### src/rtl/fht_pkg.sv
// Shared definitions for the FHT write-side controller: default geometry,
// FSM encoding and a small bank-select helper.
package fht_pkg;

  localparam int FHT_A_BIT = 8;
  localparam int FHT_WORDS = 1 << FHT_A_BIT;
  localparam int FHT_LAT   = 4;

  typedef enum logic [1:0] {
    IDLE  = 2'd0,
    RUN   = 2'd1,
    DRAIN = 2'd2,
    DONE  = 2'd3
  } state_t;

  // Writes always target the bank set that is not being read: {we_a, we_b}.
  function automatic logic [1:0] we_pair(input logic valid, input logic wsel);
    return {valid & ~wsel, valid & wsel};
  endfunction

endpackage

### src/rtl/fht_wr_control_if.sv
// Stage-controller side bus of the FHT write controller: read-group capture
// inputs and the write-port / status outputs.
interface fht_wr_control_if
  import fht_pkg::*;
#(
  parameter int A_BIT = FHT_A_BIT
) ();

  logic             start_stage;
  logic             st_last;
  logic             source_data;
  logic             rd_stb;
  logic [A_BIT-1:0] addr_rd;
  logic [A_BIT-1:0] addr_rd_bias;
  logic             part2_subsec;

  logic [A_BIT-1:0] addr_wr;
  logic [A_BIT-1:0] addr_wr_bias;
  logic             swap;
  logic             we_a;
  logic             we_b;
  logic             stage_done;
  logic             busy;
  logic             err;

  modport master (
    output start_stage, st_last, source_data, rd_stb, addr_rd, addr_rd_bias, part2_subsec,
    input  addr_wr, addr_wr_bias, swap, we_a, we_b, stage_done, busy, err
  );

  modport slave (
    input  start_stage, st_last, source_data, rd_stb, addr_rd, addr_rd_bias, part2_subsec,
    output addr_wr, addr_wr_bias, swap, we_a, we_b, stage_done, busy, err
  );

endinterface

### src/rtl/fht_dly_line.sv
// Valid-qualified shift register: the MSB of each word is its valid bit,
// the remaining bits are payload carried alongside it.
module fht_dly_line #(
  parameter int WIDTH = 18,
  parameter int DEPTH = 3
) (
  input  logic             clk,
  input  logic             clr,
  input  logic [WIDTH-1:0] din,
  output logic [WIDTH-1:0] dout
);

  logic             valid_q [DEPTH];
  logic [WIDTH-2:0] data_q  [DEPTH];

  // NOTE: only the valid bits are cleared; payload is don't-care while its
  // valid bit is low, so the data array needs no reset.
  always_ff @(posedge clk) begin
    if (clr) begin
      for (int i = 0; i < DEPTH; i++) valid_q[i] <= 1'b0;
    end else begin
      valid_q[0] <= din[WIDTH-1];
      for (int i = 1; i < DEPTH; i++) valid_q[i] <= valid_q[i-1];
    end
  end

  // NOTE: non-blocking assignments make every stage sample its predecessor's
  // pre-edge value, so the loop order cannot collapse the pipeline.
  always_ff @(posedge clk) begin
    data_q[0] <= din[WIDTH-2:0];
    for (int i = 1; i < DEPTH; i++) data_q[i] <= data_q[i-1];
  end

  assign dout = {valid_q[DEPTH-1], data_q[DEPTH-1]};

endmodule

### src/rtl/fht_wr_control.sv
// FHT write-side controller: delays each read group's addresses by the
// butterfly latency and turns them into bank-set write enables and addresses.
module fht_wr_control
  import fht_pkg::*;
#(
  parameter int A_BIT = FHT_A_BIT,
  parameter int LAT   = FHT_LAT
) (
  input  logic          iCLK,
  input  logic          iRESET,
  fht_wr_control_if.slave bus
);

  localparam int WORDS = 1 << A_BIT;
  localparam int CNT_W = A_BIT + 1;
  localparam int PW    = 2 * A_BIT + 2;
  // One cycle of the latency is spent in the registered write outputs.
  localparam int DEPTH = LAT - 1;

  typedef logic [CNT_W-1:0] cnt_t;

  state_t           state;
  logic             last;
  logic             wsel;
  cnt_t             rd_cnt;
  cnt_t             wr_cnt;

  logic [A_BIT-1:0] addr_wr_q;
  logic [A_BIT-1:0] addr_bias_q;
  logic             swap_q;
  logic             we_a_q;
  logic             we_b_q;
  logic             done_q;
  logic             busy_q;
  logic             err_q;

  logic             stb_ok;
  logic             err_evt;
  logic [PW-1:0]    pipe_in;
  logic [PW-1:0]    pipe_out;
  logic             p_valid;
  logic [A_BIT-1:0] p_addr;
  logic [A_BIT-1:0] p_bias;
  logic             p_swap;

  // NOTE: every output of this block gets a default first so no path can
  // leave a value unassigned and infer a latch.
  always_comb begin
    stb_ok  = 1'b0;
    err_evt = 1'b0;
    stb_ok  = bus.rd_stb && ((state == RUN) || (state == IDLE && bus.start_stage));
    err_evt = (bus.rd_stb && !stb_ok) || (bus.start_stage && (state != IDLE));
    pipe_in = {stb_ok, bus.addr_rd, bus.addr_rd_bias, bus.part2_subsec};
  end

  fht_dly_line #(
    .WIDTH (PW),
    .DEPTH (DEPTH)
  ) u_dly (
    .clk  (iCLK),
    .clr  (!iRESET),
    .din  (pipe_in),
    .dout (pipe_out)
  );

  assign {p_valid, p_addr, p_bias, p_swap} = pipe_out;

  always_ff @(posedge iCLK) begin
    if (!iRESET) begin
      state       <= IDLE;
      last        <= 1'b0;
      wsel        <= 1'b0;
      rd_cnt      <= '0;
      wr_cnt      <= '0;
      addr_wr_q   <= '0;
      addr_bias_q <= '0;
      swap_q      <= 1'b0;
      we_a_q      <= 1'b0;
      we_b_q      <= 1'b0;
      done_q      <= 1'b0;
      busy_q      <= 1'b0;
      err_q       <= 1'b0;
    end else begin
      {we_a_q, we_b_q} <= we_pair(p_valid, wsel);
      if (p_valid) begin
        wr_cnt <= wr_cnt + 1'b1;
        if (last) begin
          addr_wr_q   <= wr_cnt[A_BIT-1:0];
          addr_bias_q <= wr_cnt[A_BIT-1:0];
          swap_q      <= 1'b0;
        end else begin
          addr_wr_q   <= p_addr;
          addr_bias_q <= p_bias;
          swap_q      <= p_swap;
        end
      end

      if (err_evt) err_q <= 1'b1;
      done_q <= 1'b0;

      case (state)
        IDLE: begin
          if (bus.start_stage) begin
            last   <= bus.st_last;
            wsel   <= ~bus.source_data;
            rd_cnt <= stb_ok ? cnt_t'(1) : '0;
            wr_cnt <= '0;
            busy_q <= 1'b1;
            state  <= RUN;
          end
        end
        RUN: begin
          if (stb_ok) begin
            rd_cnt <= rd_cnt + 1'b1;
            if (rd_cnt == cnt_t'(WORDS - 1)) state <= DRAIN;
          end
        end
        DRAIN: begin
          // wr_cnt reaches WORDS in the cycle the final write is on the outputs.
          if (wr_cnt == cnt_t'(WORDS)) begin
            done_q <= 1'b1;
            state  <= DONE;
          end
        end
        DONE: begin
          busy_q <= 1'b0;
          state  <= IDLE;
        end
        default: state <= IDLE;
      endcase
    end
  end

  assign bus.addr_wr      = addr_wr_q;
  assign bus.addr_wr_bias = addr_bias_q;
  assign bus.swap         = swap_q;
  assign bus.we_a         = we_a_q;
  assign bus.we_b         = we_b_q;
  assign bus.stage_done   = done_q;
  assign bus.busy         = busy_q;
  assign bus.err          = err_q;

endmodule

### src/flat_wrapper.sv
// flat-port wrapper written by rule: the top's interface ports become plain ports
module fht_wr_control_flat import fht_pkg::*;
#(
  parameter int A_BIT = FHT_A_BIT,
  parameter int LAT   = FHT_LAT
)
  (iCLK, iRESET, bus_start_stage, bus_st_last, bus_source_data, bus_rd_stb, bus_addr_rd, bus_addr_rd_bias, bus_part2_subsec, bus_addr_wr, bus_addr_wr_bias, bus_swap, bus_we_a, bus_we_b, bus_stage_done, bus_busy, bus_err);
  fht_wr_control_if #(.A_BIT(A_BIT)) bus_i ();
  input  logic iCLK;
  input  logic iRESET;
  input wire logic [$bits(bus_i.start_stage)-1:0] bus_start_stage;
  input wire logic [$bits(bus_i.st_last)-1:0] bus_st_last;
  input wire logic [$bits(bus_i.source_data)-1:0] bus_source_data;
  input wire logic [$bits(bus_i.rd_stb)-1:0] bus_rd_stb;
  input wire logic [$bits(bus_i.addr_rd)-1:0] bus_addr_rd;
  input wire logic [$bits(bus_i.addr_rd_bias)-1:0] bus_addr_rd_bias;
  input wire logic [$bits(bus_i.part2_subsec)-1:0] bus_part2_subsec;
  output wire logic [$bits(bus_i.addr_wr)-1:0] bus_addr_wr;
  output wire logic [$bits(bus_i.addr_wr_bias)-1:0] bus_addr_wr_bias;
  output wire logic [$bits(bus_i.swap)-1:0] bus_swap;
  output wire logic [$bits(bus_i.we_a)-1:0] bus_we_a;
  output wire logic [$bits(bus_i.we_b)-1:0] bus_we_b;
  output wire logic [$bits(bus_i.stage_done)-1:0] bus_stage_done;
  output wire logic [$bits(bus_i.busy)-1:0] bus_busy;
  output wire logic [$bits(bus_i.err)-1:0] bus_err;
  assign bus_i.start_stage = bus_start_stage;
  assign bus_i.st_last = bus_st_last;
  assign bus_i.source_data = bus_source_data;
  assign bus_i.rd_stb = bus_rd_stb;
  assign bus_i.addr_rd = bus_addr_rd;
  assign bus_i.addr_rd_bias = bus_addr_rd_bias;
  assign bus_i.part2_subsec = bus_part2_subsec;
  assign bus_addr_wr = bus_i.addr_wr;
  assign bus_addr_wr_bias = bus_i.addr_wr_bias;
  assign bus_swap = bus_i.swap;
  assign bus_we_a = bus_i.we_a;
  assign bus_we_b = bus_i.we_b;
  assign bus_stage_done = bus_i.stage_done;
  assign bus_busy = bus_i.busy;
  assign bus_err = bus_i.err;
  fht_wr_control #(.A_BIT(A_BIT), .LAT(LAT)) u_core (.iCLK(iCLK), .iRESET(iRESET), .bus(bus_i));
endmodule
### config.mk
export PLATFORM = sky130hd
export DESIGN_NAME = fht_wr_control_flat
export DESIGN_NICKNAME = d
export VERILOG_FILES = /design/src/rtl/fht_pkg.sv /design/src/rtl/fht_wr_control_if.sv /design/src/rtl/fht_dly_line.sv /design/src/rtl/fht_wr_control.sv /design/src/flat_wrapper.sv
export SDC_FILE = /design/constraint.sdc
export NUM_CORES = 1
export LEC_CHECK = 0
export ABC_AREA = 1
export ABC_CLOCK_PERIOD_IN_PS = 2900
export BUFFER_PORTS_ARGS = -buffer_cell sky130_fd_sc_hd__clkbuf_2
export CAP_MARGIN = 20
export CORE_ASPECT_RATIO = 1.25
export CORE_MARGIN = 10
export CORE_UTILIZATION = 30
export DETAILED_ROUTE_END_ITERATION = 7
export GPL_ROUTABILITY_DRIVEN = 1
export PLACE_DENSITY_LB_ADDON = 0.3
export SYNTH_ARGS = -nofsm -noshare
export SYNTH_HDL_FRONTEND = slang
export SYNTH_HIERARCHICAL = 1
export SYNTH_SLANG_ARGS = --single-unit
### constraint.sdc
create_clock -name iCLK -period 2.9 [get_ports iCLK]
set_input_delay 0.435 -clock iCLK [delete_from_list [all_inputs] [get_ports iCLK]]
set_output_delay 0.435 -clock iCLK [all_outputs]
set_load 0.02 [all_outputs]
[After elaboration in Yosys (flattened, before gate mapping)]
Memories as Yosys holds them, arrays and structs flattened.
Cells that the tools add are included.
Cells by class
  $add $sub $neg: 2
  $mul: 0
  div/mod/pow operators: 0
  $lt $le $gt $ge: 0
  equal/unequal tests: 9
  shift operators: 0
  muxes and demuxes: 23
  bitwise operators: 7
  reductions and logical operators: 16
Operator list (count)
  $mux 9: 5
  $add 9x1->9 const B: 2
  $pmux 9 s2: 1
  $mux 8: 2
  $eq 9x8->1 const B: 1
  $eq 9x9->1 const B: 1
  $mux 1: 9
  $mux 2: 4
  $pmux 2 s4: 1
  $reduce_and 2->1: 3
  $reduce_bool 2->1: 3
  $eq 2x2->1 const B: 2
  $logic_and 1x1->1: 4
  $ne 2x1->1 const B: 2
  $ne 2x2->1 const B: 2
  $reduce_and 4->1: 1
  $or 1x1->1: 3
  $reduce_and 3->1: 1
  $and 1x1->1: 2
  $eq 2x1->1 const B: 1
  $logic_not 2->1: 1
  $logic_or 1x1->1: 2
  $not 1->1: 2
  $pmux 1 s2: 1
  $logic_not 1->1: 1
Word-level totals
  bits in registers: 44
  bits in latches: 0
  RAM bits: 54
  ROM bits: 0
  input bits: 23
  output and inout port bits: 22
  memories kept: 2
Memories
  u_core.u_dly.data_q: depth 3, width 17, rd ports 3, clocked after Yosys merged registers in 0, write ports 3, line fht_dly_line.sv:14  | logic [WIDTH-2:0] data_q [DEPTH];
  u_core.u_dly.valid_q: depth 3, width 1, rd ports 3, clocked after Yosys merged registers in 0, write ports 3, line fht_dly_line.sv:13  | logic valid_q [DEPTH];

[Logic depth before layout (Yosys ltp)]
Gate-level depths: netlist (run 1).
  word-level depth: 7
  depth in mapped cells: 11
  mapped depth without buffers: 11

[Hierarchy]
The synthesis (run 1) kept the hierarchy.
Modules (own cells, without submodules)
  fht_wr_control: times used 1, cells an instance 307, area an instance 2162.1 µm², sequential area each 880.8 µm²
  fht_dly_line: times used 1, cells an instance 78, area an instance 1238.7 µm², sequential area each 1081.0 µm²

[Worst setup path before layout (run 1)]
No wires, ideal clock.
  path kind: register to register
  from: register u_core.rd_cnt[0]
  to: register u_core.state[0]
  setup time: 0.115 ns
  arrival: 1.451 ns
  data required time: 2.785 ns
  slack: 1.334 ns
  cell stages (with the launch flop): 12
  buffers on the path: 0
  period minus slack after synthesis: 1.566 ns
  cell sequence: dfxtp_1 -> ha_1 -> nand2_1 -> nor3_2 -> nand2_1 -> nor2_1 -> ha_1 -> nor2_1 -> nor2_1 -> nand2_1 -> o21ai_1 -> nor2_1
On the way
  cells in the longest elaborated chain, start to end: 3
Ends and longest elaborated chain
  from (decl): line fht_wr_control.sv:25  | cnt_t rd_cnt;
  from (signal assigned): line fht_wr_control.sv:106  | rd_cnt <= stb_ok ? cnt_t'(1) : '0;
  from (signal assigned): line fht_wr_control.sv:114  | rd_cnt <= rd_cnt + 1'b1;
  $eq 9x8->1: line fht_wr_control.sv:115  | if (rd_cnt == cnt_t'(WORDS - 1)) state <= DRAIN;
  $ne 2x2->1 (no line)
  $reduce_and 4->1 (no line)
  to (signal assigned): line fht_wr_control.sv:115
  to (signal assigned): line fht_wr_control.sv:122  | state <= DONE;
  to (signal assigned): line fht_wr_control.sv:127  | state <= IDLE;
  to (decl): line fht_wr_control.sv:22  | state_t state;
Every way passes these cells.
A chain may end at the register's enable or synchronous reset.

[Worst setup path in the final report (run 1)]
Same ends and word-level chain as after synthesis.

==> impl_metrics.yaml, run 1 <==
placed_design:
  place.gp.congestion: 0.835
  dp_hpwl_mm: 4.83
  portBuffers: 44
  pre_cts_slack_ps: 1110
  dpl_cell_area_um2: 3600
  place_inst: 537
setup_path:
  cpPeakStageDelay_ps: 390
  cp_data_arrival_time_ps: 2060
  cp_max_fo: 4
  crit_type: "reg -> reg"
  crit_path_start_kind: "register"
  r2r_cells: 11
  worstPathRequired_ps: 3130
  crit_slowest_cell: "dfxtp_1"
  crit_path_frequent_cell: "nor2_1"
  path_cells: "ha_1, nand2_1, nor3_2, nand2_1, nor2_1, ha_1, nor2_1, nor2_1, nand2_1, o21ai_1, nor2_1"
  cp-end-kind: "register"
yosys:
  yosys_register_bits: 98
  ys_top_cells_by_area: "dfxtp_1 58%, nand2_1 10%, buf_4 4.6%"
  synth_cells: 385
  synth_top_area_share_pct: 57.7
  yosysMostFrequentCell: "dfxtp_1"
  synth-main-ff-cell: "dfxtp_1"
  syn-cell-area_um2: 3400
  yosysTopAreaCell: "dfxtp_1"
  avgSynthCellArea_um2: 8.83
  ys_seq_area_share_pct: 57.7
  synth_nets: 417
  synthTopCellsByCount: "98 x dfxtp_1, 91 x nand2_1, 36 x inv_1, 30 x nor2_1, 24 x nand3_1"
  synth-edff-count: 0
  synth_cell_types: 28
  ys_async_sr_fraction_pct: 0
  yosysWarnings: 6
global_route:
  grt_pass1_vias: 2310
  grt_max_degree: 26
  grt-ovfl-total: 0
  antenna_found_initial: 0
  grt_usage_pct: 8.56
  grt_pass1_wl_mm: 11.1
drt:
  post_drt_wl_per_cell_um: 12.0
  drcViolationCount: 0
  num_vias: 2331
  drt_pre_antenna_iters: 4
  drt_wl_total_mm: 6.66
  drt-initial-drc-count: 109
  ant_nets: 0
  routed_via_density: 4.22
clocking:
  path_clk_slew_ps: 70
  numCtsBuffers: 9
  holdBufCountCts: 0
  cts-root-buf: "clkbuf_16"
  cts_max_level: 3
  cts_tree: "yes"
  ctsResizeCount: 0
  clock_path_buffers: 2
  clock-sinks: 98
  worst_skew_pair.late_latency_ps: 340
  postCtsSetupBuffers: 0
finish:
  fin_util_pct: 35.1
  drive_gt1_share_pct: 19.1
  areaGrowthSynthToFinish_pct: 14.5
  nNetsFinal: 445
  fin_area_um2: 3890
  final-instance-count-excl-fill: 553
  insertedDiodeCount: 0
sta:
  fin_skew_ps: 7.27
  rsz0062_at_grt: "false"
  max_freq_mhz: 548
  slew_headroom_pct: 66.2
  setup_viol: 0
  worstMarginPinSlew_ps: 507
  min_period_ps: 1830
  fin_tns_setup_ps: 0
  timing.hold.ws_ps: 190
  period_share_pct: 63.0
  fin_ws_ps: 1070
  finalHoldViolCount: 0
  finalMaxSlewViolations: 0
flow_run:
  drv_cap: 0
floorplanning:
  fp.dieW_um: 115
  initial_core_util_pct: 30.7
  die-area_um2: 16000
  num_rows: 43
  design.portCount: 45
  fp.dieH_um: 139
  core_area_um2: 11100
pwr:
  ir_worst_vdd_mv: 0.302
  power.density_nw_per_um2: 800
  leakagePower_nw: 1.73
  report.power.total_mw: 3.11
min_path:
  hold_depth: 1
  min_path_type: "in -> reg"
run_status:
  status: "completed"
==> final timing paths <==
| check | slack, ps | startpoint | end |
|---|---|---|---|
| worst max-delay path | 1070 | u_core/rd_cnt[0]$_SDFFE_PN0P_ | u_core/state[0]$_SDFFE_PN0P_ |
| worst min-delay path | 190 | bus_addr_rd[4] | u_core/u_dly/data_q[0][13]$_DFF_P_ |
| worst max register to register | 1070 | u_core/rd_cnt[0]$_SDFFE_PN0P_ | u_core/state[0]$_SDFFE_PN0P_ |
| worst min register to register | 320 | u_core/u_dly/data_q[0][14]$_DFF_P_ | u_core/u_dly/data_q[0][31]$_DFF_P_ |
==> flip-flops by register name, indices dropped and copies added (netlist names) <==
| register | flops |
|---|---|
| u_core/bus.err | 1 |
| u_core/bus.we_b | 1 |
| u_core/bus.addr_wr_bias | 8 |
| u_core/u_dly/valid_q | 3 |
| u_core/state | 2 |
| u_core/bus.we_a | 1 |
| u_core/bus.busy | 1 |
| u_core/last | 1 |
| u_core/bus.stage_done | 1 |
| u_core/bus.swap | 1 |
| u_core/bus.addr_wr | 8 |
| u_core/rd_cnt | 9 |
| u_core/wr_cnt | 9 |
| u_core/u_dly/data_q | 51 |
| u_core/wsel | 1 |
==> cell type report <==
type,instances,area [um^2]
Timing Repair Buffer,45,228
Clock buffer,10,239
Fill cell,1163,7190
Tap cell,135,169
Inverter,41,154
Clock inverter,6,57.6
Multi-Input combinational cell,218,1080
Sequential cell,98,1960
==> cells in the final DEF, fill, tap and decap left out <==
cell,instances
clkinv_4,3
nor2_4,1
o21ai_1,3
nor2_1,30
nand3b_1,1
nand3_2,1
clkbuf_16,9
clkinv_1,1
nand2_1,91
inv_8,2
inv_1,36
nor3_1,3
nor2_2,1
clkbuf_8,1
nand3_1,24
ha_1,9
o21ai_2,1
o21ai_0,23
clkbuf_2,44
dfxtp_1,98
nand2_2,2
inv_2,4
inv_6,1
nand3b_4,1
nor3_2,2
a21oi_1,15
xor2_1,1
buf_4,1
nand4_1,3
a21oi_2,6
==> cell families (layout without fill, tap and decap cells) <==
kind of cell	count (synthesis)	count (layout)	share of synthesized area (%)
and+or+nand+nor	160	160	20.5
adders and majority gates	9	9	3.31
buffers and inverters	69	102	10.4
xor gates and xnor gates	1	1	0.258
AOI/OAI and AO/OA	48	48	7.84
DFF	98	98	57.7
==> per-layer routing <==
metal  vias to the layer above  share of wire (%)  wire length [um]  track usage (%)
li1                       1244                  -                 -                -
met1                      1029                 44              2960             9.57
met2                        44                 46              3060             13.2
met3                        14                5.9               392             3.12
met4                         0                3.8               250             5.81
met5                         -                  0                 0                0
==> power breakdown <==
part / internal [mW] / total, mW / switching, mW
sequential: 1.43 / 1.48 / 0.0491
clock: 0.624 / 1.15 / 0.530
combinational: 0.147 / 0.478 / 0.331
==> worst max-delay path, delay by kind of cell, from the launching register on <==
family          cells  cell delay, ps
fa+ha+maj           2             360
compound gates      1             140
simple gates        8             830
flops               1             390
Power figures use the tool's default switching activity.
==> inputs of run 2 (changes only) <==
--- a/config.mk
+++ b/config.mk
@@ -5,8 +5,8 @@
 export SDC_FILE = /design/constraint.sdc
 export NUM_CORES = 1
 export LEC_CHECK = 0
-export ABC_AREA = 1
-export ABC_CLOCK_PERIOD_IN_PS = 2900
+export ABC_AREA = 0
+export ABC_CLOCK_PERIOD_IN_PS = 1900
 export BUFFER_PORTS_ARGS = -buffer_cell sky130_fd_sc_hd__clkbuf_2
 export CAP_MARGIN = 20
 export CORE_ASPECT_RATIO = 1.25
==> constraint.sdc (replaced) <==
create_clock -name iCLK -period 1.9 [get_ports iCLK]
set_input_delay 0.285 -clock iCLK [delete_from_list [all_inputs] [get_ports iCLK]]
set_output_delay 0.285 -clock iCLK [all_outputs]
set_load 0.02 [all_outputs]
==> run 2 against run 1 <==
Maximum frequency up 8.4%. Sequential share of layout area rose by 1.8 points. Combinational power rose by 38%. Critical path depth decreased by 5. Clock-buffer cell count did not move. Via count decreased by 13%. Sequential power is 53% higher. Critical path type unchanged.
==> impl_metrics.yaml, run 2 <==
run_status:
  status: "completed"
finish:
  final.fill_count: 1066
  top_regs: "u_core/u_dly/data_q x51, u_core/rd_cnt x9, u_core/wr_cnt x9"
  largest_reg_flops: 51
  insertedDiodeCount: 0
  top_register: "u_core/u_dly/data_q"
  final_common_cell: "dfxtp_1"
  layout_common_cells: "96 x dfxtp_1, 44 x clkbuf_2, 30 x a21oi_1, 23 x nand2_1, 22 x o21ai_0"
  drive_gt1_share_pct: 21.4
  areaGrowthSynthToFinish_pct: 16.9
  nNetsFinal: 364
global_route:
  grt_usage_pct: 7.99
  grt-ovfl-total: 0
  grt_max_degree: 27
  grt_pass1_vias: 2034
  antenna_found_initial: 0
  grt_pass1_wl_mm: 9.87
clocking:
  cts_max_level: 3
  holdBufCountCts: 0
  numCtsBuffers: 9
  path_clk_slew_ps: 70
  cts_tree: "yes"
  worst_skew_pair.late_latency_ps: 330
  cts-root-buf: "clkbuf_16"
  clock-sinks: 98
  clock_path_buffers: 2
floorplanning:
  fp.dieW_um: 113
  die-area_um2: 15300
  fp.dieH_um: 136
  design.portCount: 45
  initial_core_util_pct: 30.5
  num_rows: 42
  core_area_um2: 10600
sta:
  min_period_ps: 1680
  rsz0062_at_grt: "false"
  setup_viol: 0
  worstMarginPinSlew_ps: 340
  fin_skew_ps: 3.77
  finalHoldViolCount: 0
  max_freq_mhz: 594
  period_share_pct: 88.7
  fin_tns_setup_ps: 0
  timing.hold.ws_ps: 50.3
  slew_headroom_pct: 77.2
  finalMaxSlewViolations: 0
yosys:
  yosysMostFrequentCell: "dfxtp_1"
  avgSynthCellArea_um2: 10.8
  ys_seq_area_share_pct: 60.9
  synthTopCellsByCount: "98 x dfxtp_1, 30 x a21oi_1, 23 x nand2_1, 22 x o21ai_0"
  synth-main-ff-cell: "dfxtp_1"
  ys_async_sr_fraction_pct: 0
  synth_top_area_share_pct: 60.9
  synth_cells: 299
  yosysWarnings: 6
  yosys_register_bits: 98
  syn-cell-area_um2: 3220
  synth-edff-count: 0
  ys_top_cells_by_area: "dfxtp_1 61%, mux2i_1 5.6%, a21oi_1 4.7%"
  yosysTopAreaCell: "dfxtp_1"
  synth_nets: 331
  synth_cell_types: 35
drt:
  drcViolationCount: 0
  post_drt_wl_per_cell_um: 12.6
  drt_pre_antenna_iters: 4
  drt_wl_total_mm: 5.91
  ant_nets: 0
  num_vias: 2018
  routed_via_density: 4.30
  drt-initial-drc-count: 115
pwr:
  leakagePower_nw: 1.53
  power.density_nw_per_um2: 1230
  ir_worst_vdd_mv: 0.617
setup_path:
  cp_max_fo: 7
  crit_type: "reg -> reg"
  crit_path_start_kind: "register"
  cp_data_arrival_time_ps: 1950
  cp-end-kind: "register"
  worstPathRequired_ps: 2160
placed_design:
  dp_hpwl_mm: 4.16
  portBuffers: 44
  place.gp.congestion: 0.779
min_path:
  min_path_type: "in -> reg"
flow_run:
  drv_cap: 0
==> run 2: changes by cell type after synthesis, moves of 13 or more <==
| cell | previous run | this run |
|---|---|---|
| nand2_1 | 91 | 23 |
| inv_1 | 36 | 6 |
| nand3_1 | 24 | 2 |
| mux2i_1 | 0 | 18 |
| a21oi_1 | 15 | 30 |
| nor2_1 | 30 | 17 |
==> run 2: cells by family (layout without fill, tap and decap cells) <==
family	after synthesis	count (layout)	synth area share, %
XOR/XNOR	8	8	2.18
AO/OA/AOI/OAI	60	60	10.0
multiplexers	18	18	5.59
buffers and inverters	35	73	6.29
flip-flops	98	98	60.9
adder cells (fa/ha/maj)	9	9	3.50
AND/OR/NAND/NOR	71	71	11.5
==> run 2: per-stage QoR <==
stage | utilization (%) | instances | power [mW] | setup slack (ps) | area (um^2)
final | 35.6 | 469 | 4.63 | 215 | 3760
after global routing | 35.6 | 469 | 4.89 | 56.2 | 3760
after floorplan | - | 299 | 2.82 | 305 | 3220
after detailed placement | 32.8 | 452 | 2.97 | 164 | 3470
after global placement | 32.8 | 452 | 2.95 | 245 | 3470
after CTS | 35.5 | 468 | 4.71 | 143 | 3750
==> run 2: area by class of cell <==
cell class                 count  area (um^2)  share of cell area (%)
timing repair buffer          50          265                    7.05
clock buffer                  10          239                    6.35
multi-input combinational    166         1060                    28.0
inverter                       7         26.3                   0.698
clock inverter                 6         48.8                    1.30
sequential                    98         1960                    52.2
tap                          132          165                    4.39
==> run 2: final timing paths <==
path	depth (start not counted)	slack [ps]	from	to
max	6	220	u_core/state[0]$_SDFFE_PN0P_	u_core/rd_cnt[7]$_SDFFE_PN0P_
min	1	50	bus_addr_rd[1]	u_core/u_dly/data_q[0][10]$_DFF_P_
max reg2reg	6	220	u_core/state[0]$_SDFFE_PN0P_	u_core/rd_cnt[7]$_SDFFE_PN0P_
min reg2reg	0	330	u_core/u_dly/data_q[0][31]$_DFF_P_	u_core/u_dly/data_q[0][48]$_DFF_P_
==> run 2: per-layer routing <==
metal | share of wire [%] | routed length (um) | track usage (%) | vias to the layer above
met5 | 0 | 0 | 0 | -
met1 | 46 | 2720 | 9.41 | 907
met4 | 0.59 | 35 | 3.60 | 0
met2 | 47 | 2790 | 12.4 | 45
li1 | - | - | - | 1064
met3 | 6.2 | 364 | 3.40 | 2
==> run 2: report_power, final <==
part | total (mW) | switching, mW | internal, mW
combinational | 0.662 | 0.396 | 0.267
clock | 1.70 | 0.766 | 0.939
sequential | 2.26 | 0.0685 | 2.19
==> run 2: repair_timing <==
item,4_1_cts,5_1_grt
resized for setup,0,2
setup endpoints to repair,0,1
setup buffers,0,1
hold endpoints to repair,0,0
==> run 2: critical path, cell delays in order (launching register included) <==
cell     delay [ps]
dfxtp_2         360
inv_1            80
ha_1            240
or2b_4          260
nand4_1         180
or3_1           350
a21oi_1         150
